===== config.mk =====
export PLATFORM = sky130hd
export DESIGN_NAME = mem_port_arbiter_flat
export DESIGN_NICKNAME = d
export VERILOG_FILES = /design/src/rtl/mem_port_arbiter_if.sv /design/src/rtl/mem_port_arbiter.sv /design/src/flat_wrapper.sv
export SDC_FILE = /design/constraint.sdc
export NUM_CORES = 1
export LEC_CHECK = 0
export ABC_AREA = 1
export CORE_MARGIN = 8
export CORE_UTILIZATION = 47
export CTS_CLUSTER_DIAMETER = 150
export DETAILED_ROUTE_END_ITERATION = 6
export PLACE_DENSITY = 0.86
export SYNTH_ARGS = -nofsm -noshare
export SYNTH_HDL_FRONTEND = slang
export SYNTH_SLANG_ARGS = --single-unit

===== constraint.sdc =====
create_clock -name clk -period 5.1 [get_ports clk]
set_input_delay 0.765 -clock clk [delete_from_list [all_inputs] [get_ports clk]]
set_output_delay 0.765 -clock clk [all_outputs]
set_load 0.01 [all_outputs]

===== src/rtl/mem_port_arbiter_if.sv =====
// Bus bundle between the memory-port arbiter, the fetch/memory pipeline
// stages and the unified memory model.
//   master : the arbiter (issues memory accesses, returns done pulses)
//   slave  : the environment (requesters plus memory)
interface mem_port_arbiter_if #(
   parameter int ADDR_W = 16,
   parameter int DATA_W = 16
);
   // fetch requester
   logic              if_req;
   logic [ADDR_W-1:0] if_addr;
   logic              if_done;
   logic [DATA_W-1:0] if_rdata;
   // data-memory requester
   logic              d_req;
   logic              d_wr;
   logic [ADDR_W-1:0] d_addr;
   logic [DATA_W-1:0] d_wdata;
   logic              d_done;
   logic [DATA_W-1:0] d_rdata;
   // unified memory port
   logic              mem_en;
   logic              mem_wr;
   logic [ADDR_W-1:0] mem_addr;
   logic [DATA_W-1:0] mem_wdata;
   logic [DATA_W-1:0] mem_rdata;
   logic              mem_done;
   logic              mem_createdump;

   modport master (
      input  if_req, if_addr,
      output if_done, if_rdata,
      input  d_req, d_wr, d_addr, d_wdata,
      output d_done, d_rdata,
      output mem_en, mem_wr, mem_addr, mem_wdata, mem_createdump,
      input  mem_rdata, mem_done
   );

   modport slave (
      output if_req, if_addr,
      input  if_done, if_rdata,
      output d_req, d_wr, d_addr, d_wdata,
      input  d_done, d_rdata,
      input  mem_en, mem_wr, mem_addr, mem_wdata, mem_createdump,
      output mem_rdata, mem_done
   );
endinterface


===== src/rtl/mem_port_arbiter.sv =====
// Memory-port arbiter: shares the single-ported, variable-latency unified
// memory between instruction fetch and the data-memory stage, alternates
// grants under contention, times out a stuck memory, and on halt drains the
// outstanding access, fires one dump strobe and parks until reset.
module mem_port_arbiter #(
   parameter int ADDR_W   = 16,
   parameter int DATA_W   = 16,
   parameter int MAX_WAIT = 31
) (
   input  logic               clk,
   input  logic               rst_n,
   mem_port_arbiter_if.master bus,
   input  logic               halt,
   output logic               busy,
   output logic               halted,
   output logic               err
);

   typedef enum logic [2:0] {
      IDLE   = 3'd0,
      I_WAIT = 3'd1,
      D_WAIT = 3'd2,
      DUMP   = 3'd3,
      HALTED = 3'd4
   } state_t;

   localparam logic [7:0] MAX_WAIT_C = 8'(MAX_WAIT);

   state_t            r_state;
   state_t            w_state_nxt;

   logic              r_mem_en,     w_mem_en_nxt;
   logic              r_mem_wr,     w_mem_wr_nxt;
   logic [ADDR_W-1:0] r_mem_addr,   w_mem_addr_nxt;
   logic [DATA_W-1:0] r_mem_wdata,  w_mem_wdata_nxt;
   logic              r_dump,       w_dump_nxt;
   logic              r_if_done,    w_if_done_nxt;
   logic [DATA_W-1:0] r_if_rdata,   w_if_rdata_nxt;
   logic              r_d_done,     w_d_done_nxt;
   logic [DATA_W-1:0] r_d_rdata,    w_d_rdata_nxt;
   logic              r_busy,       w_busy_nxt;
   logic              r_halted,     w_halted_nxt;
   logic              r_err,        w_err_nxt;
   logic              r_last_d,     w_last_d_nxt;
   logic [7:0]        r_cnt,        w_cnt_nxt;
   logic              r_halt_pend;

   logic              w_if_elig;
   logic              w_d_elig;
   logic [7:0]        w_cnt_inc;

   // A requester whose done pulse is showing this cycle still holds its
   // level request; it must not be re-issued off that stale level.
   assign w_if_elig = bus.if_req & ~r_if_done;
   assign w_d_elig  = bus.d_req  & ~r_d_done;
   assign w_cnt_inc = r_cnt + 8'd1;

   // State register.
   always_ff @(posedge clk or negedge rst_n) begin
      if (!rst_n) begin
         r_state <= IDLE;
      end else begin
         r_state <= w_state_nxt;
      end
   end

   // Next-state and next-output decode.
   always_comb begin
      w_state_nxt     = r_state;
      w_mem_en_nxt    = 1'b0;
      w_mem_wr_nxt    = r_mem_wr;
      w_mem_addr_nxt  = r_mem_addr;
      w_mem_wdata_nxt = r_mem_wdata;
      w_dump_nxt      = 1'b0;
      w_if_done_nxt   = 1'b0;
      w_if_rdata_nxt  = r_if_rdata;
      w_d_done_nxt    = 1'b0;
      w_d_rdata_nxt   = r_d_rdata;
      w_halted_nxt    = r_halted;
      w_err_nxt       = r_err;
      w_last_d_nxt    = r_last_d;
      w_cnt_nxt       = r_cnt;

      case (r_state)
         IDLE: begin
            if (r_halt_pend || halt) begin
               // halt beats any eligible request, and nothing is granted after it
               w_state_nxt = DUMP;
               w_dump_nxt  = 1'b1;
            end else if (w_d_elig && (!w_if_elig || !r_last_d)) begin
               w_state_nxt     = D_WAIT;
               w_mem_en_nxt    = 1'b1;
               w_mem_wr_nxt    = bus.d_wr;
               w_mem_addr_nxt  = bus.d_addr;
               w_mem_wdata_nxt = bus.d_wdata;
               w_cnt_nxt       = 8'd0;
               w_last_d_nxt    = 1'b1;
            end else if (w_if_elig) begin
               w_state_nxt     = I_WAIT;
               w_mem_en_nxt    = 1'b1;
               w_mem_wr_nxt    = 1'b0;
               w_mem_addr_nxt  = bus.if_addr;
               w_mem_wdata_nxt = {DATA_W{1'b0}};
               w_cnt_nxt       = 8'd0;
               w_last_d_nxt    = 1'b0;
            end else begin
               w_state_nxt = IDLE;
            end
         end

         I_WAIT, D_WAIT: begin
            // r_mem_en marks the issue cycle, where mem_done is not yet trusted
            if (bus.mem_done && !r_mem_en) begin
               w_state_nxt  = IDLE;
               w_mem_wr_nxt = 1'b0;
               if (r_state == D_WAIT) begin
                  w_d_done_nxt  = 1'b1;
                  w_d_rdata_nxt = r_mem_wr ? {DATA_W{1'b0}} : bus.mem_rdata;
               end else begin
                  w_if_done_nxt  = 1'b1;
                  w_if_rdata_nxt = bus.mem_rdata;
               end
            end else if (w_cnt_inc == MAX_WAIT_C) begin
               // stuck memory: release the requester with zero data, flag it
               w_state_nxt  = IDLE;
               w_mem_wr_nxt = 1'b0;
               w_err_nxt    = 1'b1;
               if (r_state == D_WAIT) begin
                  w_d_done_nxt  = 1'b1;
                  w_d_rdata_nxt = {DATA_W{1'b0}};
               end else begin
                  w_if_done_nxt  = 1'b1;
                  w_if_rdata_nxt = {DATA_W{1'b0}};
               end
            end else begin
               w_cnt_nxt = w_cnt_inc;
            end
         end

         DUMP: begin
            w_state_nxt  = HALTED;
            w_halted_nxt = 1'b1;
         end

         HALTED: begin
            w_state_nxt = HALTED;
         end

         default: begin
            w_state_nxt = IDLE;
         end
      endcase

      w_busy_nxt = (w_state_nxt == I_WAIT) || (w_state_nxt == D_WAIT);
   end

   // Output, datapath and bookkeeping registers.
   always_ff @(posedge clk or negedge rst_n) begin
      if (!rst_n) begin
         r_mem_en    <= 1'b0;
         r_mem_wr    <= 1'b0;
         r_mem_addr  <= {ADDR_W{1'b0}};
         r_mem_wdata <= {DATA_W{1'b0}};
         r_dump      <= 1'b0;
         r_if_done   <= 1'b0;
         r_if_rdata  <= {DATA_W{1'b0}};
         r_d_done    <= 1'b0;
         r_d_rdata   <= {DATA_W{1'b0}};
         r_busy      <= 1'b0;
         r_halted    <= 1'b0;
         r_err       <= 1'b0;
         r_last_d    <= 1'b0;
         r_cnt       <= 8'd0;
         r_halt_pend <= 1'b0;
      end else begin
         r_mem_en    <= w_mem_en_nxt;
         r_mem_wr    <= w_mem_wr_nxt;
         r_mem_addr  <= w_mem_addr_nxt;
         r_mem_wdata <= w_mem_wdata_nxt;
         r_dump      <= w_dump_nxt;
         r_if_done   <= w_if_done_nxt;
         r_if_rdata  <= w_if_rdata_nxt;
         r_d_done    <= w_d_done_nxt;
         r_d_rdata   <= w_d_rdata_nxt;
         r_busy      <= w_busy_nxt;
         r_halted    <= w_halted_nxt;
         r_err       <= w_err_nxt;
         r_last_d    <= w_last_d_nxt;
         r_cnt       <= w_cnt_nxt;
         r_halt_pend <= r_halt_pend | halt;
      end
   end

   assign bus.mem_en         = r_mem_en;
   assign bus.mem_wr         = r_mem_wr;
   assign bus.mem_addr       = r_mem_addr;
   assign bus.mem_wdata      = r_mem_wdata;
   assign bus.mem_createdump = r_dump;
   assign bus.if_done        = r_if_done;
   assign bus.if_rdata       = r_if_rdata;
   assign bus.d_done         = r_d_done;
   assign bus.d_rdata        = r_d_rdata;
   assign busy               = r_busy;
   assign halted             = r_halted;
   assign err                = r_err;

endmodule


===== src/flat_wrapper.sv =====
// flat-port wrapper written by rule: the top's interface ports become plain ports
module mem_port_arbiter_flat 
#(
   parameter int ADDR_W   = 16,
   parameter int DATA_W   = 16,
   parameter int MAX_WAIT = 31
)
  (clk, rst_n, halt, busy, halted, err, bus_if_req, bus_if_addr, bus_if_done, bus_if_rdata, bus_d_req, bus_d_wr, bus_d_addr, bus_d_wdata, bus_d_done, bus_d_rdata, bus_mem_en, bus_mem_wr, bus_mem_addr, bus_mem_wdata, bus_mem_createdump, bus_mem_rdata, bus_mem_done);
  mem_port_arbiter_if #(.ADDR_W(ADDR_W), .DATA_W(DATA_W)) bus_i ();
  input  logic clk;
  input  logic rst_n;
  input  logic halt;
  output logic busy;
  output logic halted;
  output logic err;
  input wire logic [$bits(bus_i.if_req)-1:0] bus_if_req;
  input wire logic [$bits(bus_i.if_addr)-1:0] bus_if_addr;
  output wire logic [$bits(bus_i.if_done)-1:0] bus_if_done;
  output wire logic [$bits(bus_i.if_rdata)-1:0] bus_if_rdata;
  input wire logic [$bits(bus_i.d_req)-1:0] bus_d_req;
  input wire logic [$bits(bus_i.d_wr)-1:0] bus_d_wr;
  input wire logic [$bits(bus_i.d_addr)-1:0] bus_d_addr;
  input wire logic [$bits(bus_i.d_wdata)-1:0] bus_d_wdata;
  output wire logic [$bits(bus_i.d_done)-1:0] bus_d_done;
  output wire logic [$bits(bus_i.d_rdata)-1:0] bus_d_rdata;
  output wire logic [$bits(bus_i.mem_en)-1:0] bus_mem_en;
  output wire logic [$bits(bus_i.mem_wr)-1:0] bus_mem_wr;
  output wire logic [$bits(bus_i.mem_addr)-1:0] bus_mem_addr;
  output wire logic [$bits(bus_i.mem_wdata)-1:0] bus_mem_wdata;
  output wire logic [$bits(bus_i.mem_createdump)-1:0] bus_mem_createdump;
  input wire logic [$bits(bus_i.mem_rdata)-1:0] bus_mem_rdata;
  input wire logic [$bits(bus_i.mem_done)-1:0] bus_mem_done;
  assign bus_i.if_req = bus_if_req;
  assign bus_i.if_addr = bus_if_addr;
  assign bus_if_done = bus_i.if_done;
  assign bus_if_rdata = bus_i.if_rdata;
  assign bus_i.d_req = bus_d_req;
  assign bus_i.d_wr = bus_d_wr;
  assign bus_i.d_addr = bus_d_addr;
  assign bus_i.d_wdata = bus_d_wdata;
  assign bus_d_done = bus_i.d_done;
  assign bus_d_rdata = bus_i.d_rdata;
  assign bus_mem_en = bus_i.mem_en;
  assign bus_mem_wr = bus_i.mem_wr;
  assign bus_mem_addr = bus_i.mem_addr;
  assign bus_mem_wdata = bus_i.mem_wdata;
  assign bus_mem_createdump = bus_i.mem_createdump;
  assign bus_i.mem_rdata = bus_mem_rdata;
  assign bus_i.mem_done = bus_mem_done;
  mem_port_arbiter #(.ADDR_W(ADDR_W), .DATA_W(DATA_W), .MAX_WAIT(MAX_WAIT)) u_core (.clk(clk), .rst_n(rst_n), .bus(bus_i), .halt(halt), .busy(busy), .halted(halted), .err(err));
endmodule

==> impl_metrics.yaml <==
logic_synthesis:
  syn_avg_cell_area_um2: 8.78
  syn_inst: 436
  yosys-top-cells-count: "nand2_1, dfrtp_1, nand3_1"
  synth.most_common_cell: "nand2_1"
  ys.flop_type: "dfrtp_1"
  synth_top_area_frac: 0.555
  syn_area_um2: 3830
  yosys.area.top_type: "dfrtp_1"
  async_flop_share: 1.00
  synth_seq_cells: 85
  ys_types: 29
  synth_warnings: 0
  synthTopCellsByArea: "dfrtp_1, nand2_1, nand3_1"
  syn_nets: 509
  synth_enable_flop_cells: 0
  ys_seq_area_frac: 0.555
clock_tree:
  cts_resized: 0
  htreeDepth: 3
  numCtsBuffers: 9
  post_cts_buffers: 0
  cts_tree: "built"
  holdBufCountCts: 0
  clkTransAtPathRegs_ps: 80
  clk_latency_ps: 360
  cts_sinks: 85
  clockRootBuffer: "clkbuf_8"
  max-clock-path-buffers: 2
routing:
  ant_nets: 0
  viasPerCell: 5.23
  drtIter0Drc: 170
  drcViolationCount: 0
  vias: 3549
  wl_um: 11000
  avgRoutedWirePerCell_um: 16.1
  drt_first_pass_iters: 4
timing:
  hold_viol_final: 0
  slew_violations: 0
  post-route-period-util: 0.649
  worst_pin_slew_ps: 1350
  rsz0062_at_grt: "no"
  setup_tns_ps: 0
  final.setup_skew_ps: 9.13
  fin_crit_ps: 3310
  setup_viol: 0
  relSlewSlack: 0.0912
  max_freq_ghz: 0.302
worst_hold_path:
  hold_path_class: "flop to flop"
final_layout:
  nNetsFinal: 642
  num_antenna_cells: 0
  area_growth_pct: 43.5
  layout-drive-gt1-share: 0.0889
  fill_cells: 648
critical_path:
  crit_type: "input pin to flop"
  cp.arrival_ps: 3550
  setup.worst_path.end_class: "flop"
  cp_max_fo: 35
  cp-start-kind: "input pin"
  critPathRequiredTime_ps: 5340
die:
  start_util: 0.476
  die_y_um: 106
  core-area_um2: 8050
  die-area_um2: 11300
  rows: 33
  num_io_pins: 143
  fp.dieW_um: 106
global_route:
  grt_pass1_vias: 3649
  grt.total_usage: 0.198
  overflow: 0
  grt_max_degree: 86
  antenna_found_initial: 0
  grt_pass1_wl_um: 18100
power_and_ir_drop:
  power_w: 0.00256
  leakagePower_nw: 2.55
  vdd_ir_drop_max_mv: 0.295
  power_density_nw_per_um2: 466
placed_design:
  dp_hpwl_um: 7740
  port-buffer-count: 142
  place.gp.congestion: 0.805
run:
  max_cap_viol_count: 0
outcome:
  status: "finished, final reports clean"
## critical path, stage by stage
cell	delay (ps)
clkdlybuf4s50_1	460
inv_1	40
nor2_1	140
nand2_1	70
nand2_1	460
clkinv_1	970
mux2_2	620
## per-layer routing
metal,track usage,share of wire,vias to the layer above
li1,-,-,1698
met1,0.233,0.40,1708
met2,0.323,0.50,117
met3,0.0581,0.068,26
met4,0.0985,0.032,0
met5,0,0,-
## cells by family (layout without fill, tap and decap cells)
logic type               Yosys count  count (layout)  share of synthesized area
buffers and inverters             48             186                     0.0572
AO/OA/AOI/OAI                     60              60                      0.101
multiplexers                       1               1                    0.00294
flip-flops                        85              85                      0.555
adder cells (fa/ha/maj)            2               2                    0.00653
AND/OR/NAND/NOR                  240             240                      0.277
## layout by cell type (no fill, tap or decap), drive strengths merged, types with 2 or more instances in the layout
| cell type | count |
|---|---|
| a21oi | 2 |
| a31oi | 16 |
| buf | 2 |
| clkbuf | 12 |
| clkdlybuf4s50 | 141 |
| clkinv | 2 |
| clkinvlp | 2 |
| dfrtp | 85 |
| ha | 2 |
| inv | 26 |
| nand2 | 146 |
| nand3 | 42 |
| nand4 | 18 |
| nor2 | 31 |
| o21ai | 40 |
## flip-flops by register name, indices dropped and copies added, names as in the netlist, 3 cells and up
register,count
u_core.bus.d_rdata,16
u_core.bus.if_rdata,16
u_core.bus.mem_addr,16
u_core.bus.mem_wdata,16
u_core.r_cnt,8
u_core.r_state,3
## worst paths after layout
path / startpoint / end / slack (ps) / cells past startpoint
max: bus_if_req / u_core.r_last_d / 1790 / 7
min: u_core.halted / u_core.halted / 470 / 2
max reg2reg: u_core.bus.if_done / u_core.r_last_d / 2260 / 5
min reg2reg: u_core.halted / u_core.halted / 470 / 2
max in group asynchronous: rst_n / u_core.bus.mem_addr[4] / 3810 / 1
min in group asynchronous: rst_n / u_core.bus.mem_addr[7] / 570 / 1
## power breakdown
group	internal, W	switching [W]
Sequential	0.000862	0.000129
Combinational	0.000481	0.000572
Clock	0.000268	0.000248
Total	0.00161	0.000949
## metrics by stage
step,cell area (um2),util,instances,worst slack (ps),hold slack [ps]
2_1_floorplan,3830,-,436,3180,453
3_3_place_gp,5280,0.655,663,1560,451
6_report,5500,0.683,679,1790,471
3_5_place_dp,5280,0.655,663,1450,456
5_1_grt,5500,0.683,679,1500,504
4_1_cts,5500,0.683,679,1830,478
## layout make-up
type / instances / area, um2 / area share
sequential: 85 / 2130 / 0.387
multi-input combinational: 303 / 1490 / 0.271
timing repair buffer: 143 / 1430 / 0.260
clock buffer: 12 / 165 / 0.0300
tap: 105 / 131 / 0.0239
inverter: 27 / 101 / 0.0184
clock inverter: 4 / 53.8 / 0.00979
Power figures use the tool's default switching activity.
